**src/rtl/accum_col_ctrl.sv**
```systemverilog
// Read-modify-write front end for one accumulator column, with a full-column clear sweep.
// Optional build macro ACCUM_SAT_EN: an accumulate that carries out writes all-ones instead of wrapping.
module accum_col_ctrl #(
  parameter int DATA_WIDTH   = 8,
  parameter int MAX_OUT_ROWS = 1024,
  localparam int AW = $clog2(MAX_OUT_ROWS)
) (
  input  logic                  clk,
  input  logic                  reset,
  input  logic                  clear,
  output logic                  busy,
  input  logic                  inValid,
  output logic                  inReady,
  input  logic [AW-1:0]         inAddr,
  input  logic [DATA_WIDTH-1:0] inData,
  input  logic                  inAccum,
  output logic [AW-1:0]         rdAddr,
  input  logic [DATA_WIDTH-1:0] rdData,
  output logic                  wrEn,
  output logic [AW-1:0]         wrAddr,
  output logic [DATA_WIDTH-1:0] wrData,
  output logic                  ovf
);

  localparam logic [1:0] ST_RUN   = 2'd0;
  localparam logic [1:0] ST_DRAIN = 2'd1;
  localparam logic [1:0] ST_CLEAR = 2'd2;
  localparam logic [AW-1:0] LAST_ADDR = AW'(MAX_OUT_ROWS - 1);

  logic [1:0]            r_state;
  logic                  r_s1Valid;
  logic                  r_s1InRange;
  logic [AW-1:0]         r_s1Addr;
  logic [DATA_WIDTH-1:0] r_s1Sum;
  logic [AW-1:0]         r_clrCnt;
  logic                  r_wrEn;
  logic [AW-1:0]         r_wrAddr;
  logic [DATA_WIDTH-1:0] r_wrData;
  logic                  r_ovf;

  logic                  w_accept;
  logic                  w_inRange;
  logic                  w_fwd;
  logic [DATA_WIDTH-1:0] w_operand;
  logic [DATA_WIDTH:0]   w_rawSum;
  logic                  w_carry;
  logic [DATA_WIDTH-1:0] w_sum;

  assign inReady   = (r_state == ST_RUN) && !clear;
  assign w_accept  = inValid && inReady;
  assign w_inRange = (32'(inAddr) < 32'(MAX_OUT_ROWS));
  assign rdAddr    = (r_state == ST_RUN) ? inAddr : '0;
  assign busy      = (r_state != ST_RUN) || r_s1Valid;

  // The previous accept has not reached the column yet, so a same-address hit takes its sum.
  assign w_fwd     = r_s1Valid && r_s1InRange && (r_s1Addr == inAddr);
  assign w_operand = w_fwd ? r_s1Sum : rdData;
  assign w_rawSum  = {1'b0, w_operand} + {1'b0, inData};
  assign w_carry   = inAccum && w_rawSum[DATA_WIDTH];

`ifdef ACCUM_SAT_EN
  assign w_sum = !inAccum ? inData : (w_carry ? '1 : w_rawSum[DATA_WIDTH-1:0]);
`else
  assign w_sum = inAccum ? w_rawSum[DATA_WIDTH-1:0] : inData;
`endif

  assign wrEn   = r_wrEn;
  assign wrAddr = r_wrAddr;
  assign wrData = r_wrData;
  assign ovf    = r_ovf;

  always_ff @(posedge clk) begin
    if (reset) begin
      r_state     <= ST_RUN;
      r_s1Valid   <= 1'b0;
      r_s1InRange <= 1'b0;
      r_s1Addr    <= '0;
      r_s1Sum     <= '0;
      r_clrCnt    <= '0;
      r_wrEn      <= 1'b0;
      r_wrAddr    <= '0;
      r_wrData    <= '0;
      r_ovf       <= 1'b0;
    end else begin
      r_s1Valid <= w_accept;
      r_wrEn    <= 1'b0;
      if (w_accept) begin
        r_s1Addr    <= inAddr;
        r_s1Sum     <= w_sum;
        r_s1InRange <= w_inRange;
        if (w_carry) r_ovf <= 1'b1;
      end
      // Write outputs are registered so they hold their last value whenever wrEn is low.
      case (r_state)
        ST_RUN: begin
          if (clear) r_state <= ST_DRAIN;
          if (w_accept && w_inRange) begin
            r_wrEn   <= 1'b1;
            r_wrAddr <= inAddr;
            r_wrData <= w_sum;
          end
        end
        ST_DRAIN: begin
          if (!r_s1Valid) begin
            r_state  <= ST_CLEAR;
            r_clrCnt <= '0;
            r_wrEn   <= 1'b1;
            r_wrAddr <= '0;
            r_wrData <= '0;
            r_ovf    <= 1'b0;
          end
        end
        ST_CLEAR: begin
          if (r_clrCnt == LAST_ADDR) begin
            r_state  <= ST_RUN;
            r_clrCnt <= '0;
          end else begin
            r_clrCnt <= r_clrCnt + AW'(1);
            r_wrEn   <= 1'b1;
            r_wrAddr <= r_clrCnt + AW'(1);
            r_wrData <= '0;
          end
        end
        default: r_state <= ST_RUN;
      endcase
    end
  end

endmodule

```
**config.mk**
```make
export PLATFORM = sky130hd
export DESIGN_NAME = accum_col_ctrl
export DESIGN_NICKNAME = d
export VERILOG_FILES = /design/src/rtl/accum_col_ctrl.sv
export SDC_FILE = /design/constraint.sdc
export NUM_CORES = 1
export LEC_CHECK = 0
export BUFFER_PORTS_ARGS = -buffer_cell sky130_fd_sc_hd__buf_2
export CAP_MARGIN = 30
export CORE_MARGIN = 4
export CORE_UTILIZATION = 55
export DETAILED_ROUTE_END_ITERATION = 8
export GPL_TIMING_DRIVEN = 0
export PLACE_DENSITY_LB_ADDON = 0.05
export SLEW_MARGIN = 20
export SYNTH_ARGS = -nofsm -noshare
export SYNTH_HDL_FRONTEND = slang
export SYNTH_SLANG_ARGS = --single-unit
```
**constraint.sdc**
```tcl
create_clock -name clk -period 4.3 [get_ports clk]
set_clock_uncertainty 0.2 [all_clocks]
set_input_delay 0.86 -clock clk [delete_from_list [all_inputs] [get_ports clk]]
set_output_delay 0.86 -clock clk [all_outputs]
set_load 0.005 [all_outputs]
```
==> flow_summary.ini, run 1 <==
[timing]
rsz0062_at_grt = no
tightest_slew_ns = 0.624
max_freq_ghz = 0.254
finalCritPeriodShare_pct = 91.7
period_needed_ns = 3.94
slew_headroom_pct = 58.4
finalSetupTns_ns = 0
slew_viol_final = 0
final.setup.worst_slack_ns = 0.356
setup_viol = 0
finalHoldViolations = 0

[routing]
via_per_inst = 5.57
drc = 0
drtAntennaViolNets = 0
drt_wl_total_um = 7530
drtIter0Drc = 140
routedWlPerCell_um = 15.3
num_vias = 2748
firstDrtPassIters = 4

[job]
maxCapViolCount = 0

[setup_path]
crit_type = input pin to flip-flop
worst-path-max-fanout = 9
cp.required_ns = 4.29
arrival_ns = 3.94
crit_path_end_kind = flip-flop
r2r_cells = 13
critPathLaunchType = input pin

[synth]
yosys_warnings = 0
synth_edf_count = 0
syn_area_um2 = 2950
synthXorXnorAreaFrac_pct = 5.93
ys.flop_type = dfxtp_1
synth_fa_ha_area_share_pct = 6.18
synthTopCellsByArea = dfxtp_1, a21oi_1, ha_1
syn_nets = 399
synthTopCellsByCount = dfxtp_1, a21oi_1, nand2_1
avgSynthCellArea_um2 = 8.34
synth_most_common_cell = dfxtp_1
yosysSeqAreaShare_pct = 35.2
async_flop_share_pct = 0
synthCells = 354
synthMuxAreaShare_pct = 6.44
synth_simple_gate_area_share_pct = 22.2
synth_top_family_by_area = simple AND/OR/NAND/NOR gates
synth_top_area_share_pct = 35.2
ys_seq_elements = 52
synth_compound_area_share_pct = 20.4
synth.distinct_cells = 47
yosysTopAreaCell = dfxtp_1

[die]
io_pins = 63
fp.coreArea_um2 = 5170
start_util_pct = 57.1
dieArea_um2 = 6610
die_h_um = 81.3
num_rows = 26
die_w_um = 81.3

[grt]
overflow = 0
antenna_found_initial = 0
globalRouteTotalUtil_pct = 24.3
grt_max_degree = 15
grt_pass1_vias = 2631
grt_pass1_wl_um = 12300

[layout]
final_core_util_pct = 66.4
area_growth_pct = 16.3
fillCellCount = 469
final_nets = 467
num_antenna_cells = 0
drive_gt1_share_pct = 18.2

[place]
detailedPlace.worstSlack_ns = 0.00615
port_buffers = 61
place.gp.congestion = 0.889
dpl.hpwl_um = 5840

[clock_network]
hold_buffers = 0
cts_tree = built
post_cts_resized = 0
clock_path_buffers = 2
htreeDepth = 2
clk_latency_ns = 0.31
postCtsSetupBuffers = 0
path_clk_slew_ns = 0.09
numClockSinks = 52
cts_inserted_buffers = 5
cts_root_buf = clkbuf_8

[pwr]
p_per_area_nw_per_um2 = 437
vdd_drop_max_mv = 0.339
p_leak_nw = 1.43

[min_path]
hp-class = flip-flop to flip-flop
hold_depth = 2

[run_status]
status = finished clean
==> critical path: stages <==
cell,delay (ns)
buf_2,0.13
xnor2_1,0.18
nand4_1,0.11
nor4_1,0.34
nand4_2,0.38
mux2_1,0.44
ha_1,0.21
inv_1,0.07
fa_1,0.21
nor2b_1,0.07
o31a_1,0.27
or3_1,0.35
a31oi_1,0.22
a21oi_1,0.09
==> worst paths after layout <==
| check | start | to | slack (ns) |
|---|---|---|---|
| setup / recovery | inAddr[0] | r_s1Sum[6]$_SDFFE_PP0P_ | 0.36 |
| setup reg to reg | r_s1Addr[0]$_SDFFE_PP0P_ | r_s1Sum[6]$_SDFFE_PP0P_ | 0.69 |
| hold / removal | wrData[0]$_SDFFE_PP0P_ | wrData[0]$_SDFFE_PP0P_ | 0.26 |
| hold reg to reg | wrData[0]$_SDFFE_PP0P_ | wrData[0]$_SDFFE_PP0P_ | 0.26 |
==> cell usage in the layout (no fill, tap or decap), types with 2 or more instances in the layout <==
master,netlist,layout
buf_2,4,65
dfxtp_1,52,52
a21oi_1,37,37
nand2_1,35,35
o21ai_0,20,20
nor2_1,18,18
xnor2_1,16,16
clkbuf_1,13,15
nor2b_1,14,14
ha_1,13,13
and2_1,12,12
nand3_1,10,10
mux2i_1,10,10
a31oi_1,9,9
mux2_1,8,8
nor3_1,8,8
nand4_1,7,7
a21o_1,7,7
or3_1,7,7
o21ai_1,6,6
clkbuf_8,0,6
inv_1,5,5
nand2b_1,5,5
a211oi_1,5,5
xor2_1,4,4
a311oi_1,3,3
nand4_2,2,2
clkinv_1,2,2
or4_1,2,2
o31a_1,2,2
==> routing by layer <==
metal | vias to the layer above | wire length, um | global-route usage [%]
li1 | 1403 | - | -
met1 | 1274 | 3580 | 32.2
met2 | 63 | 3470 | 40.4
met3 | 8 | 396 | 3.66
met4 | 0 | 79 | 7.43
met5 | - | 0 | 0
==> power breakdown <==
group / leakage [nW] / internal (mW) / switching (mW)
logic: 0.959 / 0.251 / 0.349
clock network: 0.0455 / 0.132 / 0.158
registers: 0.425 / 0.563 / 0.0487
==> flip-flops by register name (all words and copies together), names as in the netlist <==
signal and count:
ovf 1, r_clrCnt 10, r_s1Addr 10, r_s1InRange 1, r_s1Sum 8, r_s1Valid 1, r_state 2, wrAddr 10
wrData 8, wrEn 1
==> final cells by class <==
| cell class | instances | area [um^2] | area share, % |
|---|---|---|---|
| multi-input cells | 277 | 1810 | 52.6 |
| inverters | 7 | 26.3 | 0.764 |
| well taps | 70 | 87.6 | 2.55 |
| plain buffers | 18 | 80.1 | 2.33 |
| clock buffers | 8 | 90.1 | 2.62 |
| flip-flops and latches | 52 | 1040 | 30.3 |
| repair buffers | 61 | 305 | 8.88 |
==> cell families (layout without fill, tap and decap cells) <==
| logic type | after synthesis | after routing |
|---|---|---|
| XOR/XNOR | 20 | 20 |
| AO/OA/AOI/OAI | 99 | 99 |
| flip-flops | 52 | 52 |
| multiplexers | 18 | 18 |
| AND/OR/NAND/NOR | 126 | 126 |
| buffers and inverters | 25 | 94 |
| adder cells (fa/ha/maj) | 14 | 14 |
==> metrics by stage <==
step	power (mW)	hold WS (ns)	cell area (um^2)	cells
after floorplan	1.01	0.236	2950	354
after global placement	1.21	0.240	3350	485
after detailed placement	1.22	0.241	3350	485
after CTS	1.51	0.260	3440	493
after global routing	1.60	0.287	3440	493
final	1.50	0.257	3440	493
Note: power is estimated with default switching activity, not from simulation.
==> inputs of run 2 (changes only) <==
--- a/config.mk
+++ b/config.mk
@@ -10,9 +10,9 @@
 export CORE_MARGIN = 4
 export CORE_UTILIZATION = 55
 export DETAILED_ROUTE_END_ITERATION = 8
-export GPL_TIMING_DRIVEN = 0
+export GPL_TIMING_DRIVEN = 1
 export PLACE_DENSITY_LB_ADDON = 0.05
-export SLEW_MARGIN = 20
+export SLEW_MARGIN = 30
 export SYNTH_ARGS = -nofsm -noshare
 export SYNTH_HDL_FRONTEND = slang
 export SYNTH_SLANG_ARGS = --single-unit
==> run 2 against run 1 <==
Effect of this change:
- hold slack worse by 0.0030 ns
- utilization down 1.1 points
- largest cell class unchanged
- critical path depth is 1 lower
- power shrank 1.3%
- first-iteration DRC count is 5.7% lower
==> flow_summary.ini, run 2 (synthesis results as in run 1) <==
[run_status]
status = finished clean

[pwr]
power_frac_comb_pct = 39.0
intPower_mw = 0.928
p_sw_share_pct = 37.3
p_switching_mw = 0.553
vdd_drop_max_mv = 0.244
fin_total_pwr_mw = 1.48
p_leak_nw = 1.40
p_seq_share_pct = 41.1
p_clk_share_pct = 19.9
p_per_area_nw_per_um2 = 438

[routing]
drtIter0Drc = 132
firstDrtPassIters = 4
via_per_inst = 5.59
num_vias = 2674
routedWlPerCell_um = 15.1
drc = 0
drtAntennaViolNets = 0
drt_wl_total_um = 7240

[layout]
area_growth_pct = 14.4
multiInputGateArea_um2 = 1810
ff_latch_area_um2 = 1040
num_antenna_cells = 0
final_nets = 452
mostFrequentLayoutCells = buf_2, dfxtp_1, a21oi_1
final_cells = 478
drive_gt1_share_pct = 18.4
fillCellCount = 442
final_common_cell = buf_2
final_core_util_pct = 65.4

[setup_path]
arrival_ns = 3.72
r2r_cells = 12
critPathLaunchType = input pin
r2r_setup_slack_ns = 0.91
cp.required_ns = 4.29
crit_type = input pin to flip-flop
worst-path-max-fanout = 6
rr_startpoint = r_s1Addr[2]$_SDFFE_PP0P_
crit_path_end_kind = flip-flop
r2r_end = r_s1Sum[6]$_SDFFE_PP0P_

[min_path]
min_from = wrData[1]$_SDFFE_PP0P_
whs_endpoint = wrData[1]$_SDFFE_PP0P_
hp-class = flip-flop to flip-flop
hold_depth = 2

[die]
dieArea_um2 = 6610
die_h_um = 81.3
die_w_um = 81.3
start_util_pct = 57.1
io_pins = 63
fp.coreArea_um2 = 5170
num_rows = 26

[timing]
finalHoldViolations = 0
slew_headroom_pct = 34.1
finalCritPeriodShare_pct = 86.7
rsz0062_at_grt = no
slew_viol_final = 0
max_freq_ghz = 0.268
setup_viol = 0
period_needed_ns = 3.73
finalSetupTns_ns = 0
tightest_slew_ns = 0.982

[job]
maxCapViolCount = 0

[clock_network]
numClockSinks = 52
hold_buffers = 0
htreeDepth = 2
cts_tree = built
path_clk_slew_ns = 0.09
cts_root_buf = clkbuf_8
clk_latency_ns = 0.30
cts_inserted_buffers = 5
clock_path_buffers = 2
postCtsSetupBuffers = 0
post_cts_resized = 0

[place]
port_buffers = 62
dpl.hpwl_um = 5190
dp.cells = 469
place.gp.congestion = 0.823

[grt]
antenna_found_initial = 0
overflow = 0
grt_pass1_wl_um = 11800
grt_pass1_vias = 2376
grt_max_degree = 37
globalRouteTotalUtil_pct = 22.8
==> run 2: cell types whose count changed in the layout (fill, tap and decap cells not counted), sizes merged <==
cell | before | now
clkbuf | 21 | 8
buf | 66 | 64
==> run 2: final cells by class <==
cell class / instances / area share, %
clock buffer: 8 / 2.66
multi-input combinational: 277 / 53.4
sequential: 52 / 30.8
timing repair buffer: 64 / 9.73
tap: 70 / 2.59
inverter: 7 / 0.777
==> run 2: power by group through the flow <==
stage | combinational [mW] | clock [mW] | sequential, mW
finish | 0.578 | 0.295 | 0.608
global route | 0.650 | 0.323 | 0.617
CTS | 0.579 | 0.299 | 0.606
detailed placement | 0.576 | 0 | 0.617
global placement | 0.568 | 0 | 0.615
floorplan | 0.389 | 0 | 0.616
==> run 2: worst max path at each step <==
stage	startpoint	slack [ns]	endpoint
detailed placement	inAddr[2]	0.21	r_s1Sum[6]$_SDFFE_PP0P_
global placement	inAddr[2]	0.30	r_s1Sum[6]$_SDFFE_PP0P_
floorplan	inAddr[7]	0.62	r_s1Sum[6]$_SDFFE_PP0P_
CTS	inAddr[2]	0.54	r_s1Sum[6]$_SDFFE_PP0P_
finish	inAddr[2]	0.57	r_s1Sum[6]$_SDFFE_PP0P_
global route	inAddr[2]	0.31	r_s1Sum[6]$_SDFFE_PP0P_
==> run 2: through the flow <==
step,cell area [um^2],worst slack [ns],hold WS [ns]
floorplan,2950,0.617,0.236
global placement,3280,0.295,0.239
detailed placement,3280,0.205,0.245
CTS,3370,0.536,0.261
global route,3380,0.314,0.281
finish,3380,0.572,0.254
==> run 2: per-layer routing <==
metal  GRT usage [%]  wire [um]  vias up
met3            4.55        288        6
li1                -          -     1371
met4            4.56         48        0
met5               0          0        -
met1            33.3       3620     1247
met2            34.6       3280       50
==> run 2: critical path: stages <==
cell and delay, ns:
buf_2 0.12, xnor2_1 0.15, nand4_1 0.12, nor4_1 0.36, nand4_2 0.22, buf_4 0.22, mux2_1 0.31, ha_1 0.33
o211a_1 0.23, o31a_1 0.13, or3_1 0.34, a31oi_1 0.23, a21oi_1 0.09
==> inputs of run 3 (changes only) <==
--- a/config.mk
+++ b/config.mk
@@ -10,8 +10,9 @@
 export CORE_MARGIN = 4
 export CORE_UTILIZATION = 55
 export DETAILED_ROUTE_END_ITERATION = 8
+export GPL_ROUTABILITY_DRIVEN = 1
 export GPL_TIMING_DRIVEN = 1
-export PLACE_DENSITY_LB_ADDON = 0.05
+export PLACE_DENSITY_LB_ADDON = 0.1
 export SLEW_MARGIN = 30
 export SYNTH_ARGS = -nofsm -noshare
 export SYNTH_HDL_FRONTEND = slang
==> run 3 against run 2 <==
Effect of this change:
- first-iteration DRC count rose by 20%
- design area up 0.85%
- highest routed layer unchanged
- global-route usage is 0.53 points higher
- non-clock buffer count shrank 1
- sequential cell count did not move
- clock power rose by 27%
- sequential power about the same
- setup slack improved by 0.017 ns
- utilization is 0.56 points higher
==> flow_summary.ini, run 3 (synthesis results as in run 1) <==
[layout]
ff_latch_area_um2 = 1040
mostFrequentLayoutCells = buf_2, dfxtp_1, a21oi_1
final_area_um2 = 3410
num_antenna_cells = 0
final_nets = 451
area_growth_pct = 15.4
final_common_cell = buf_2
multiInputGateArea_um2 = 1810
drive_gt1_share_pct = 18.9
fillCellCount = 460

[setup_path]
critPathLaunch = inAddr[2]
rr_startpoint = r_s1Addr[2]$_SDFFE_PP0P_
cp.depth = 13
crit_path_end_kind = flip-flop
r2r_end = r_s1Sum[5]$_SDFFE_PP0P_
r2r_cells = 12
arrival_ns = 3.67
crit_type = input pin to flip-flop
critPathLaunchType = input pin
cp_slowest_stage_delay_ns = 0.45
slowest_stage = o21ai_0
r2r_setup_slack_ns = 0.91
path_delay_family = simple AND/OR/NAND/NOR gates
cp_cell_sequence = buf_2, xnor2_1, nand4_1, nor4_1, nand4_2, buf_4, mux2_1, ha_1, o211ai_1, o21ai_0, xor2_1, mux2i_1, a21oi_1
path_buf_inv = 2
worst-path-max-fanout = 7
cp-endpoint = r_s1Sum[5]$_SDFFE_PP0P_
cp.required_ns = 4.26

[grt]
overflow = 0
grt_pass1_wl_um = 12100
antenna_found_initial = 0
globalRouteTotalUtil_pct = 23.3
grt_pass1_vias = 2496
grt_max_degree = 37

[routing]
drtAntennaViolNets = 0
drc = 0
met3_length_um = 389
drtIter0Drc = 159
drt_wl_total_um = 7400
wl_met2_um = 3470
dr.max_layer_used = met4
wl_met1_um = 3490
via_per_inst = 5.76
routedWlPerCell_um = 15.5
firstDrtPassIters = 4
num_vias = 2746

[clock_network]
numClockSinks = 52
postCtsSetupBuffers = 0
post_cts_resized = 0
cts_inserted_buffers = 5
clock_path_buffers = 2
path_clk_slew_ns = 0.10
cts_tree = built
htreeDepth = 2
cts_root_buf = clkbuf_8
clk_latency_ns = 0.31
hold_buffers = 0

[job]
maxCapViolCount = 0

[die]
die_h_um = 81.3
num_rows = 26
start_util_pct = 57.1
dieArea_um2 = 6610
io_pins = 63
die_w_um = 81.3
fp.coreArea_um2 = 5170

[timing]
period_needed_ns = 3.71
finalCritPeriodShare_pct = 86.3
slew_headroom_pct = 40.6
slew_viol_final = 0
tightest_slew_ns = 0.891
setup_viol = 0
finalSetupTns_ns = 0
finalHoldViolations = 0
rsz0062_at_grt = no
max_freq_ghz = 0.269

[pwr]
vdd_drop_max_mv = 0.239
p_leak_nw = 1.42
p_per_area_nw_per_um2 = 457

[min_path]
hold_depth = 2
hp-class = flip-flop to flip-flop

[place]
post_dp_cell_area_um2 = 3280
port_buffers = 62
place.gp.congestion = 0.836
dpl.hpwl_um = 5310

[run_status]
status = finished clean
-- run 3: cell count changes in the layout (fill, tap and decap cells not counted), sizes merged --
cell / change
buf: -1
bufinv: +1
clkbuf: -1
-- run 3: how the worst min path moves through the flow --
stage / slack [ns] / startpoint / to
final: 0.26 / wrData[0]$_SDFFE_PP0P_ / wrData[0]$_SDFFE_PP0P_
after floorplan: 0.24 / r_clrCnt[9]$_SDFFE_PP0P_ / r_clrCnt[9]$_SDFFE_PP0P_
after global routing: 0.28 / wrData[2]$_SDFFE_PP0P_ / wrData[2]$_SDFFE_PP0P_
after detailed placement: 0.24 / wrData[0]$_SDFFE_PP0P_ / wrData[0]$_SDFFE_PP0P_
after CTS: 0.26 / wrData[0]$_SDFFE_PP0P_ / wrData[0]$_SDFFE_PP0P_
after global placement: 0.24 / wrData[0]$_SDFFE_PP0P_ / wrData[0]$_SDFFE_PP0P_
-- run 3: routing by layer --
layer	up-vias	global-route usage (%)
met3	8	3.77
met4	0	6.08
met1	1296	34.0
met2	74	35.4
li1	1368	-
met5	-	0
-- run 3: area by class of cell --
cell class                 count  share of cell area (%)
clock buffer                   7                    2.83
clock inverter                 1                   0.881
inverter                       7                   0.771
multi-input combinational    277                    53.1
sequential                    52                    30.5
tap                           70                    2.57
timing repair buffer          63                    9.32
-- run 3: through the flow --
step	util [%]	setup WS [ns]	power (mW)	hold slack, ns	std cells
2_1_floorplan	-	0.617	1.01	0.236	354
3_3_place_gp	63.4	0.395	1.18	0.239	469
3_5_place_dp	63.4	0.266	1.19	0.243	469
4_1_cts	65.8	0.586	1.56	0.259	477
5_1_grt	65.9	0.408	1.67	0.282	477
6_report	65.9	0.589	1.56	0.261	477
-- run 3: worst reg2reg max path: cells and delay by family (launching register included) --
family,cells,cell delay (ns)
and+or+nand+nor,3,0.65
AOI/OAI and AO/OA,3,0.65
muxes,2,0.54
adders and majority gates,1,0.35
DFF,1,0.34
xor gates and xnor gates,2,0.30
buffers and inverters,1,0.22
-- run 3: report_power, final --
group / internal [mW] / switching (mW)
combinational: 0.232 / 0.345
sequential: 0.562 / 0.0453
clock: 0.206 / 0.169
total: 1.00 / 0.559
